**src/rtl/module_hamming_encoder.sv**
```systemverilog
// Hamming(7,4) encoder with a one-entry valid/ready output register,
// optional single-bit error injection and delivery counters.
//
// Ports:
//   clk, rst_n           clock, async active-low reset
//   in_data/valid/ready  4-bit data word handshake
//   err_pos              0 = clean, 1..7 = flip codeword bit [err_pos-1]
//   out_word/valid/ready 7-bit codeword handshake
//   out_flip             err_pos value applied to out_word
//   cnt_clr              sync clear of both counters
//   cw_count, err_count  delivered words / delivered corrupted words
module module_hamming_encoder #(
  parameter int CNT_W     = 16,
  parameter bit INJECT_EN = 1'b1
) (
  input  logic             clk,
  input  logic             rst_n,
  input  logic [3:0]       in_data,
  input  logic             in_valid,
  output logic             in_ready,
  input  logic [2:0]       err_pos,
  output logic [6:0]       out_word,
  output logic             out_valid,
  input  logic             out_ready,
  output logic [2:0]       out_flip,
  input  logic             cnt_clr,
  output logic [CNT_W-1:0] cw_count,
  output logic [CNT_W-1:0] err_count
);

  typedef enum logic {
    EMPTY = 1'b0,
    FULL  = 1'b1
  } state_t;

  state_t state_q, state_d;

  logic [6:0]       out_word_q, out_word_d;
  logic [2:0]       out_flip_q, out_flip_d;
  logic [CNT_W-1:0] cw_count_q, cw_count_d;
  logic [CNT_W-1:0] err_count_q, err_count_d;

  logic       capture;
  logic       deliver;
  logic [6:0] enc;
  logic [6:0] mask;
  logic [2:0] flip_sel;

  assign out_valid = (state_q == FULL);
  // Never depends on in_valid: only state and downstream ready.
  assign in_ready  = (state_q == EMPTY) || out_ready;

  assign capture = in_valid && in_ready;
  assign deliver = out_valid && out_ready;

  // Bit [k] sits at 1-based position k+1, so a syndrome
  // names the failing bit directly.
  assign enc[2] = in_data[0];
  assign enc[4] = in_data[1];
  assign enc[5] = in_data[2];
  assign enc[6] = in_data[3];
  assign enc[0] = in_data[0] ^ in_data[1] ^ in_data[3];
  assign enc[1] = in_data[0] ^ in_data[2] ^ in_data[3];
  assign enc[3] = in_data[1] ^ in_data[2] ^ in_data[3];

  assign flip_sel = INJECT_EN ? err_pos : 3'd0;

  always_comb begin
    mask = 7'd0;
    if (flip_sel != 3'd0) begin
      mask = 7'd1 << (flip_sel - 3'd1);
    end
  end

  always_comb begin
    state_d    = state_q;
    out_word_d = out_word_q;
    out_flip_d = out_flip_q;
    if (capture) begin
      state_d    = FULL;
      out_word_d = enc ^ mask;
      out_flip_d = flip_sel;
    end else if (deliver) begin
      state_d = EMPTY;
    end
  end

  always_comb begin
    cw_count_d  = cw_count_q;
    err_count_d = err_count_q;
    if (cnt_clr) begin
      cw_count_d  = '0;
      err_count_d = '0;
    end else if (deliver) begin
      cw_count_d = cw_count_q + CNT_W'(1);
      if (out_flip_q != 3'd0) begin
        err_count_d = err_count_q + CNT_W'(1);
      end
    end
  end

  always_ff @(posedge clk or negedge rst_n) begin
    if (!rst_n) begin
      state_q     <= EMPTY;
      out_word_q  <= 7'd0;
      out_flip_q  <= 3'd0;
      cw_count_q  <= '0;
      err_count_q <= '0;
    end else begin
      state_q     <= state_d;
      out_word_q  <= out_word_d;
      out_flip_q  <= out_flip_d;
      cw_count_q  <= cw_count_d;
      err_count_q <= err_count_d;
    end
  end

  assign out_word  = out_word_q;
  assign out_flip  = out_flip_q;
  assign cw_count  = cw_count_q;
  assign err_count = err_count_q;

endmodule

```
**config.mk**
```make
export PLATFORM = sky130hd
export DESIGN_NAME = module_hamming_encoder
export DESIGN_NICKNAME = d
export VERILOG_FILES = /design/src/rtl/module_hamming_encoder.sv
export SDC_FILE = /design/constraint.sdc
export NUM_CORES = 1
export LEC_CHECK = 0
export BUFFER_PORTS_ARGS = -buffer_cell sky130_fd_sc_hd__buf_2
export CAP_MARGIN = 20
export CORE_MARGIN = 2
export CORE_UTILIZATION = 55
export CTS_CLUSTER_DIAMETER = 100
export CTS_CLUSTER_SIZE = 40
export DETAILED_ROUTE_END_ITERATION = 12
export PLACE_DENSITY = 0.83
export SLEW_MARGIN = 10
export SYNTH_ARGS = -nofsm -noshare
export SYNTH_HDL_FRONTEND = slang
export SYNTH_SLANG_ARGS = --single-unit
export TNS_END_PERCENT = 20
```
**constraint.sdc**
```tcl
create_clock -name clk -period 4.1 [get_ports clk]
set_input_delay 0.205 -clock clk [delete_from_list [all_inputs] [get_ports clk]]
set_output_delay 0.205 -clock clk [all_outputs]
set_load 0.05 [all_outputs]
```
==> results of run 1 <==
sequential cells by signal (all words and copies together) (netlist names):
register / cells
err_count: 16
out_word: 7
cw_count: 16
out_valid: 1
out_flip: 3
placed cells by master (no fill, tap or decap), types with 6 or more instances in the layout:
cell type   n
o21ai_0    13
nand2_1    21
nor2_1     25
nand4_1     8
dfrtp_1    43
clkbuf_8    7
xor2_1     18
a21oi_1    10
or3_1       6
xnor2_1    13
nand3_1     8
buf_2      55
metrics by stage:
step | std cells | instance area [um^2]
finish | 319 | 2560
global route | 319 | 2560
CTS | 319 | 2560
detailed placement | 311 | 2460
global placement | 311 | 2460
floorplan | 216 | 2160
cell families after synthesis:
logic type / synth area share [%]
compound gates: 11.0
simple gates: 21.1
fa+ha+maj: 1.16
flops: 49.7
buf+inv: 1.91
mux: 2.54
xor+xnor: 12.6
Yosys cell counts, drive strengths merged, types with 2 or more instances:
cell / n
or3: 6
o21ai: 13
ha: 2
nand2b: 2
and3: 2
o31ai: 3
nor3: 2
nor4: 3
nor3b: 2
xor2: 18
nand2: 21
dfrtp: 43
nand3: 8
a21oi: 10
inv: 2
o2111ai: 4
buf: 4
clkbuf: 4
nor2: 25
xnor2: 13
o211ai: 2
mux2: 4
nand4: 8
and4: 5
or4: 3
routing by layer:
layer,up-vias,share of wire [%],track usage (%)
li1,871,-,-
met1,881,44,27.1
met2,51,49,37.1
met3,5,5.3,5.91
met4,0,1.3,6.89
met5,-,0,0
worst max path at each step:
stage,startpoint,endpoint,cells after the start
floorplan,out_valid$_DFFE_PN0P_,out_word[0]$_DFFE_PN0P_,4
global placement,out_valid$_DFFE_PN0P_,err_count[15]$_DFFE_PN0P_,4
detailed placement,out_valid$_DFFE_PN0P_,err_count[15]$_DFFE_PN0P_,4
CTS,out_valid$_DFFE_PN0P_,err_count[15]$_DFFE_PN0P_,4
global route,out_valid$_DFFE_PN0P_,err_count[15]$_DFFE_PN0P_,4
finish,out_valid$_DFFE_PN0P_,err_count[15]$_DFFE_PN0P_,4
final cells by class:
cell class	count	share of cell area (%)
tap	48	2.34
inverter	2	0.293
multi-input combinational	163	40.8
timing repair buffer	55	10.7
clock buffer	8	3.90
sequential	43	42.0
power breakdown:
part           total (mW)  switching [mW]  internal [mW]
sequential          0.462          0.0171          0.445
combinational       0.174           0.130         0.0435
clock               0.293           0.139          0.154
worst register-to-register path: cells and delay by family (launching register included):
family / cells / cell delay [ns]
AOI/OAI and AO/OA: 2 / 0.69
muxes: 1 / 0.37
DFF: 1 / 0.44
and+or+nand+nor: 1 / 0.25
==> results.sh, run 1 <==
export IMPL_status="complete, no violations"
export IMPL_final_setup_tns_ns=0
export IMPL_rrSetupSlack_ns=2.25
export IMPL_yosys_area_top_type="dfrtp_1"
export IMPL_path_clk_slew_ns=0.08
export IMPL_overflow=0
export IMPL_syn_area_per_cell_um2=10.0
export IMPL_insertion_delay_ns=0.29
export IMPL_holdCritPathClass="in2async"
export IMPL_grt_pass1_wl_um=7330
export IMPL_place_ws_ns=2.26
export IMPL_track_usage_pct=21.9
export IMPL_ys_seq_area_share_pct=49.7
export IMPL_cts_root_buf="clkbuf_8"
export IMPL_hold_violations=0
export IMPL_grt_pass1_vias=1643
export IMPL_critical_path_top_delay_family="compound AO/OA/AOI/OAI gates"
export IMPL_synth_area_leaders="dfrtp_1, xor2_1, xnor2_1"
export IMPL_drv_slew=0
export IMPL_rsz0062_at_grt="false"
export IMPL_n_antenna_cell=0
export IMPL_ys_warn_count=0
export IMPL_firstDrtPassIters=4
export IMPL_cp_start_kind="flip-flop"
export IMPL_dieArea_mm2=0.00445
export IMPL_fp_dieW_um=66.7
export IMPL_start_util_pct=58.2
export IMPL_die_h_um=66.7
export IMPL_ys_seq_elements=43
export IMPL_gp_congestion=0.751
export IMPL_drt_total_wl_um=4290
export IMPL_nFillCells=291
export IMPL_ys_flop_type="dfrtp_1"
export IMPL_cts_resized=0
export IMPL_cts_buffers=5
export IMPL_r2r_cells=4
export IMPL_htree_levels=2
export IMPL_path_cells="o311a_1 -> o2111ai_4 -> nor4_1 -> mux2_2"
export IMPL_maxCapViolCount=0
export IMPL_syn_inst=216
export IMPL_rows=22
export IMPL_arrival_ns=2.04
export IMPL_cp_end_kind="flip-flop"
export IMPL_power_total_mw=0.928
export IMPL_fin_crit_ns=1.85
export IMPL_grt_max_degree=44
export IMPL_drt_antenna_violating_nets=0
export IMPL_antenna_found_initial=0
export IMPL_setup_viol=0
export IMPL_crit_buf_inv=0
export IMPL_areaGrowthSynthToFinish_pct=18.6
export IMPL_wire_per_inst_um=13.5
export IMPL_relSlewSlack_pct=38.5
export IMPL_synthesis_area_mm2=0.00216
export IMPL_worstMarginPinSlew_ns=0.923
export IMPL_final_util_pct=69.0
export IMPL_viasPerCell=5.67
export IMPL_worst_slack_ns=2.25
export IMPL_dpl_hpwl_um=3070
export IMPL_critPathRequiredTime_ns=4.28
export IMPL_via_count=1808
export IMPL_crit_fanout=10
export IMPL_timing_fmax_mhz=539
export IMPL_finClkSkew_ns=0.00244
export IMPL_synth_edf_count=0
export IMPL_r2r_end="err_count[15]$_DFFE_PN0P_"
export IMPL_drc=0
export IMPL_crit_type="reg2reg"
export IMPL_finalCritPeriodShare_pct=45.2
export IMPL_peakVddDrop_v=0.000288
export IMPL_crit_slowest_cell="o311a_1"
export IMPL_synthArstFlopShare_pct=100
export IMPL_drt_iter0_drc=144
export IMPL_postCtsHoldBufs=0
export IMPL_numPortBuffers=55
export IMPL_cts_tree="built"
export IMPL_register_area_mm2=0.00108
export IMPL_p_leak_nw=1.20
export IMPL_synth_distinct_cells=35
export IMPL_rr_startpoint="out_valid$_DFFE_PN0P_"
export IMPL_ios=56
export IMPL_synth_top_area_share_pct=49.7
export IMPL_drive_gt1_share_pct=25.5
export IMPL_slowest_delay_ns=0.50
export IMPL_cts_sink_count=43
export IMPL_multi_input_area_mm2=0.00105
export IMPL_clock_path_buffers=2
export IMPL_hold_ws_ns=0.0446
export IMPL_core_area_mm2=0.00372
export IMPL_p_per_area_mw_per_mm2=362
export IMPL_post_cts_buffers=0
export IMPL_syn_nets=230
export IMPL_final_net_count=284
(Power assumes the default switching activity.)
==> run 2, diff against run 1 <==
- ABC_AREA: default -> 1
- CORE_UTILIZATION: 55 -> 49
- PLACE_DENSITY: 0.83 -> 0.77
- clock period: 4.1 -> 1.65 ns (I/O delays scaled with it)
==> run 2 against run 1 <==
  * Non-clock buffer count up 4
  * Power rose to 2.5 times the previous value
  * Core utilization down 8.8 points
  * Final cell count up 46%
  * Maximum frequency up 30%
  * Clock skew up 0.00051 ns
  * Largest power group unchanged
  * Via count up 28%
  * Global-route usage down 1.6 points
  * Critical path type unchanged
  * Die area up 24%
  * Count of clock-buffer cells in the layout down 1
==> results.sh, run 2 <==
export IMPL_relSlewSlack_pct=62.9
export IMPL_arrival_ns=1.65
export IMPL_finalCritPeriodShare_pct=86.4
export IMPL_p_per_area_mw_per_mm2=815
export IMPL_dpl_hpwl_um=3850
export IMPL_overflow=0
export IMPL_hold_violations=0
export IMPL_drt_iter0_drc=145
export IMPL_multi_input_area_mm2=0.00116
export IMPL_ys_warn_count=0
export IMPL_htree_levels=2
export IMPL_clock_path_buffers=2
export IMPL_finClkSkew_ns=0.00295
export IMPL_rrSetupSlack_ns=0.22
export IMPL_wire_per_inst_um=11.2
export IMPL_cp_end_kind="flip-flop"
export IMPL_grt_pass1_vias=1997
export IMPL_die_h_um=74.4
export IMPL_cp_start_kind="flip-flop"
export IMPL_start_util_pct=51.1
export IMPL_drv_slew=0
export IMPL_status="complete, no violations"
export IMPL_synth_most_common_cell="nand2_1"
export IMPL_netlist_top_cells_count="nand2_1, nor2_1, dfrtp_1"
export IMPL_areaGrowthSynthToFinish_pct=18.0
export IMPL_cts_sink_count=43
export IMPL_maxCapViolCount=0
export IMPL_worst_slack_ns=0.224
export IMPL_synth_area_leaders="dfrtp_1, nand2_1, nor2_1"
export IMPL_critPathRequiredTime_ns=1.88
export IMPL_crit_slowest_cell="dfrtp_1"
export IMPL_ys_flop_type="dfrtp_1"
export IMPL_n_antenna_cell=0
export IMPL_synth_distinct_cells=25
export IMPL_syn_inst=339
export IMPL_firstDrtPassIters=5
export IMPL_yosys_area_top_type="dfrtp_1"
export IMPL_synthesis_area_mm2=0.00243
export IMPL_peakVddDrop_v=0.000680
export IMPL_rows=25
export IMPL_drive_gt1_share_pct=19.5
export IMPL_timing_fmax_mhz=701
export IMPL_grt_pass1_wl_um=8740
export IMPL_synthArstFlopShare_pct=100
export IMPL_fp_dieW_um=74.4
export IMPL_gp_congestion=0.892
export IMPL_synth_edf_count=0
export IMPL_cts_root_buf="clkbuf_8"
export IMPL_holdCritPathClass="in2reg"
export IMPL_grt_max_degree=44
export IMPL_register_area_mm2=0.00108
export IMPL_crit_fanout=4
export IMPL_post_route_cell_area_mm2=0.00287
export IMPL_worstMarginPinSlew_ns=0.556
export IMPL_antenna_found_initial=0
export IMPL_path_clk_slew_ns=0.08
export IMPL_setup_viol=0
export IMPL_post_cts_buffers=0
export IMPL_crit_type="reg2reg"
export IMPL_drc=0
export IMPL_mostFrequentLayoutCell="nand2_1"
export IMPL_syn_area_per_cell_um2=7.16
export IMPL_numPortBuffers=55
export IMPL_instances_no_fill=467
export IMPL_viasPerCell=4.96
export IMPL_cts_buffers=5
export IMPL_final_net_count=413
export IMPL_ys_seq_area_share_pct=44.3
export IMPL_cts_tree="built"
export IMPL_core_area_mm2=0.00475
export IMPL_ios=56
export IMPL_drt_antenna_violating_nets=0
export IMPL_ys_seq_elements=43
export IMPL_place_ws_ns=0.234
export IMPL_cp_common_cell="nand2_1"
export IMPL_power_total_mw=2.34
export IMPL_nFillCells=451
export IMPL_slowest_delay_ns=0.42
export IMPL_rsz0062_at_grt="false"
export IMPL_insertion_delay_ns=0.29
export IMPL_final_cell_mix="nand2_1, buf_2, nor2_1"
export IMPL_p_leak_nw=1.52
export IMPL_track_usage_pct=20.3
export IMPL_synth_top_area_share_pct=44.3
export IMPL_placed_area_mm2=0.00277
export IMPL_dieArea_mm2=0.00554
export IMPL_drt_total_wl_um=5250
export IMPL_fin_crit_ns=1.43
export IMPL_path_cells="ha_1 -> nand2_2 -> nor2_2 -> nand2_1 -> nor2_1 -> nand2_1 -> nand2_1 -> inv_1 -> nor2_1"
export IMPL_via_count=2317
export IMPL_syn_nets=353
export IMPL_dp_cells=458
-- run 2: cell types whose count changed in the layout (fill, tap and decap cells not counted), moves of 6 or more --
cell | before | now
xnor2_1 | 13 | 0
or3_1 | 6 | 0
nor2_1 | 25 | 44
nand2_1 | 21 | 104
nand3_1 | 8 | 28
inv_1 | 2 | 38
nor3_1 | 2 | 8
xor2_1 | 18 | 5
-- run 2: final timing paths --
path / startpoint / cells after the start / to
max: cw_count[0]$_DFFE_PN0P_ / 9 / cw_count[12]$_DFFE_PN0P_
min: cnt_clr / 2 / cw_count[0]$_DFFE_PN0P_
max reg2reg: cw_count[0]$_DFFE_PN0P_ / 9 / cw_count[12]$_DFFE_PN0P_
min reg2reg: out_word[6]$_DFFE_PN0P_ / 2 / out_word[6]$_DFFE_PN0P_
max in group asynchronous: rst_n / 3 / err_count[1]$_DFFE_PN0P_
min in group asynchronous: rst_n / 3 / out_word[6]$_DFFE_PN0P_
-- run 2: through the flow --
stage	hold slack [ns]	TNS, ns	util [%]
5_1_grt	0.0265	0	60.3
2_1_floorplan	-0.213	-0.0482	-
3_5_place_dp	0.203	0	58.3
4_1_cts	0.00549	0	60.3
3_3_place_gp	0.187	0	58.3
6_report	0.00761	0	60.3
-- run 2: what timing repair did --
item | 4_1_cts | 5_1_grt
gates resized for setup | 0 | 0
hold buffers | 1 | 0
hold endpoints to repair | 43 | 0
-- run 2: cell families (layout without fill, tap and decap cells) --
family,count (synthesis),count (layout),share of synthesized area [%]
AOI/OAI and AO/OA,35,35,7.42
xor gates and xnor gates,5,5,1.80
adders and majority gates,2,2,1.03
buffers and inverters,47,108,7.93
DFF,43,43,44.3
and+or+nand+nor,207,207,37.5
-- run 2: per-layer routing --
| metal | GRT usage [%] | vias to the layer above | wire length, um |
|---|---|---|---|
| met3 | 4.61 | 6 | 251 |
| li1 | - | 1192 | - |
| met1 | 26.6 | 1057 | 2340 |
| met5 | 0 | - | 0 |
| met4 | 6.94 | 0 | 71 |
| met2 | 33.1 | 62 | 2590 |
-- run 2: critical path, delay by kind of cell, from the launching register on --
family	cells	cell delay [ns]
adders and majority gates	1	0.20
buffers and inverters	1	0.04
DFF	1	0.42
and+or+nand+nor	7	0.72
-- run 2: cell type report --
type | count | area share [%]
Timing Repair Buffer | 59 | 10.7
Inverter | 41 | 5.37
Tap cell | 67 | 2.93
Clock buffer | 7 | 2.66
Multi-Input combinational cell | 249 | 40.6
Sequential cell | 43 | 37.6
Clock inverter | 1 | 0.175
-- run 2: report_power, final --
group | leakage [nW] | internal (mW) | switching (mW) | total [mW]
clock | 0.0422 | 0.298 | 0.350 | 0.648
combinational | 0.895 | 0.122 | 0.410 | 0.532
sequential | 0.579 | 1.11 | 0.0432 | 1.16
==> run 3, diff against run 2 <==
- ABC_AREA: 1 -> default
- CORE_UTILIZATION: 49 -> 47
- PLACE_DENSITY: 0.77 -> 0.78
==> run 3 against run 2 <==
  * Hold slack improved by 0.11 ns
  * Core utilization rose by 3.1 points
  * Highest routed layer unchanged
  * Final cell count is 28% lower
  * Sequential power about the same
  * Critical path type unchanged
==> results.sh, run 3 (synthesis gave the netlist of run 1 again) <==
export IMPL_arrival_ns=1.73
export IMPL_track_usage_pct=19.1
export IMPL_crit_slowest_cell="dfrtp_2"
export IMPL_crit_fanout=7
export IMPL_drc=0
export IMPL_cts_root_buf="clkbuf_8"
export IMPL_mostFrequentLayoutCell="buf_2"
export IMPL_hold_start="out_ready"
export IMPL_worstSetupStartpoint="out_flip[1]$_DFFE_PN0P_"
export IMPL_hold_violations=0
export IMPL_power_total_mw=2.47
export IMPL_timing_fmax_mhz=645
export IMPL_setup_viol=0
export IMPL_crit_type="reg2reg"
export IMPL_drt_iter0_drc=128
export IMPL_drv_slew=0
export IMPL_dpl_hpwl_um=3350
export IMPL_register_area_mm2=0.00110
export IMPL_final_cell_mix="buf_2, dfrtp_1, nor2_1"
export IMPL_drive_gt1_share_pct=37.1
export IMPL_peakVddDrop_v=0.000588
export IMPL_post_route_cell_area_mm2=0.00278
export IMPL_final_net_count=299
export IMPL_slowest_delay_ns=0.43
export IMPL_overflow=0
export IMPL_ios=56
export IMPL_holdCritPathClass="in2reg"
export IMPL_maxCapViolCount=0
export IMPL_dieArea_mm2=0.00516
export IMPL_finalCritPeriodShare_pct=93.9
export IMPL_finClkSkew_ns=0.00801
export IMPL_start_util_pct=49.3
export IMPL_wire_per_inst_um=13.8
export IMPL_drt_antenna_violating_nets=0
export IMPL_grt_max_degree=31
export IMPL_gp_congestion=0.793
export IMPL_antenna_found_initial=0
export IMPL_rrSetupSlack_ns=0.10
export IMPL_path_clk_slew_ns=0.08
export IMPL_htree_levels=2
export IMPL_areaGrowthSynthToFinish_pct=28.3
export IMPL_fin_crit_ns=1.55
export IMPL_firstDrtPassIters=4
export IMPL_fp_dieW_um=71.8
export IMPL_cts_buffers=5
export IMPL_die_h_um=71.8
export IMPL_p_leak_nw=1.26
export IMPL_p_per_area_mw_per_mm2=891
export IMPL_clock_path_buffers=2
export IMPL_drt_total_wl_um=4660
export IMPL_relSlewSlack_pct=55.9
export IMPL_rsz0062_at_grt="false"
export IMPL_status="complete, no violations"
export IMPL_placed_area_mm2=0.00261
export IMPL_insertion_delay_ns=0.29
export IMPL_viasPerCell=5.44
export IMPL_cp_end_kind="flip-flop"
export IMPL_grt_pass1_vias=1736
export IMPL_cts_tree="built"
export IMPL_rr_startpoint="out_flip[1]$_DFFE_PN0P_"
export IMPL_numPortBuffers=55
export IMPL_core_area_mm2=0.00438
export IMPL_rows=24
export IMPL_via_count=1839
export IMPL_worstMarginPinSlew_ns=0.661
export IMPL_cts_sink_count=43
export IMPL_hold_ws_ns=0.115
export IMPL_nFillCells=377
export IMPL_path_cells="o311a_4 -> o2111ai_4 -> nor4_2 -> mux2_2"
export IMPL_multi_input_area_mm2=0.00108
export IMPL_cp_start_kind="flip-flop"
export IMPL_critPathRequiredTime_ns=1.83
export IMPL_grt_pass1_wl_um=7890
export IMPL_n_antenna_cell=0
-- run 3: final timing paths --
path                                        endpoint  cells past startpoint
min                          cw_count[1]$_DFFE_PN0P_                      3
min in group asynchronous   err_count[5]$_DFFE_PN0P_                      2
min reg2reg                  out_word[0]$_DFFE_PN0P_                      2
max reg2reg                err_count[15]$_DFFE_PN0P_                      4
max in group asynchronous    out_flip[2]$_DFFE_PN0P_                      3
max                        err_count[15]$_DFFE_PN0P_                      4
-- run 3: metal layers --
layer	wire, um	vias up	track usage (%)
met4	28	0	4.82
met5	0	-	0
met3	209	4	4.78
met2	2280	44	31.3
met1	2150	888	25.6
li1	-	903	-
-- run 3: stage by stage --
step	setup TNS (ns)	setup WS, ns	utilization, %	cells
floorplan	-0.269	-0.0568	-	216
global route	0	0.00917	63.3	338
finish	0	0.100	63.3	338
global placement	0	0.106	59.5	328
detailed placement	0	0.0608	59.5	328
CTS	0	0.0478	62.6	338
-- run 3: critical path, delay by kind of cell, from the launching register on --
kind / cells / cell delay, ns
DFF: 1 / 0.43
muxes: 1 / 0.26
AOI/OAI and AO/OA: 2 / 0.67
and+or+nand+nor: 1 / 0.06
-- run 3: what timing repair did --
action	in CTS	in global routing
resized for setup	0	6
buffers inserted	0	0
setup endpoints to repair	0	7
hold endpoints to repair	29	0
hold buffers	2	0
-- run 3: area by class of cell --
type                       instances  area share [%]
tap                               52            2.34
multi-input combinational        163            39.1
clock inverter                     2            1.26
inverter                           2           0.270
timing repair buffer              70            14.6
clock buffer                       6            2.97
sequential                        43            39.5
-- run 3: power breakdown --
part	leakage [nW]	internal, mW	switching (mW)
clock	0.0612	0.490	0.356
sequential	0.554	1.11	0.0386
combinational	0.649	0.134	0.345
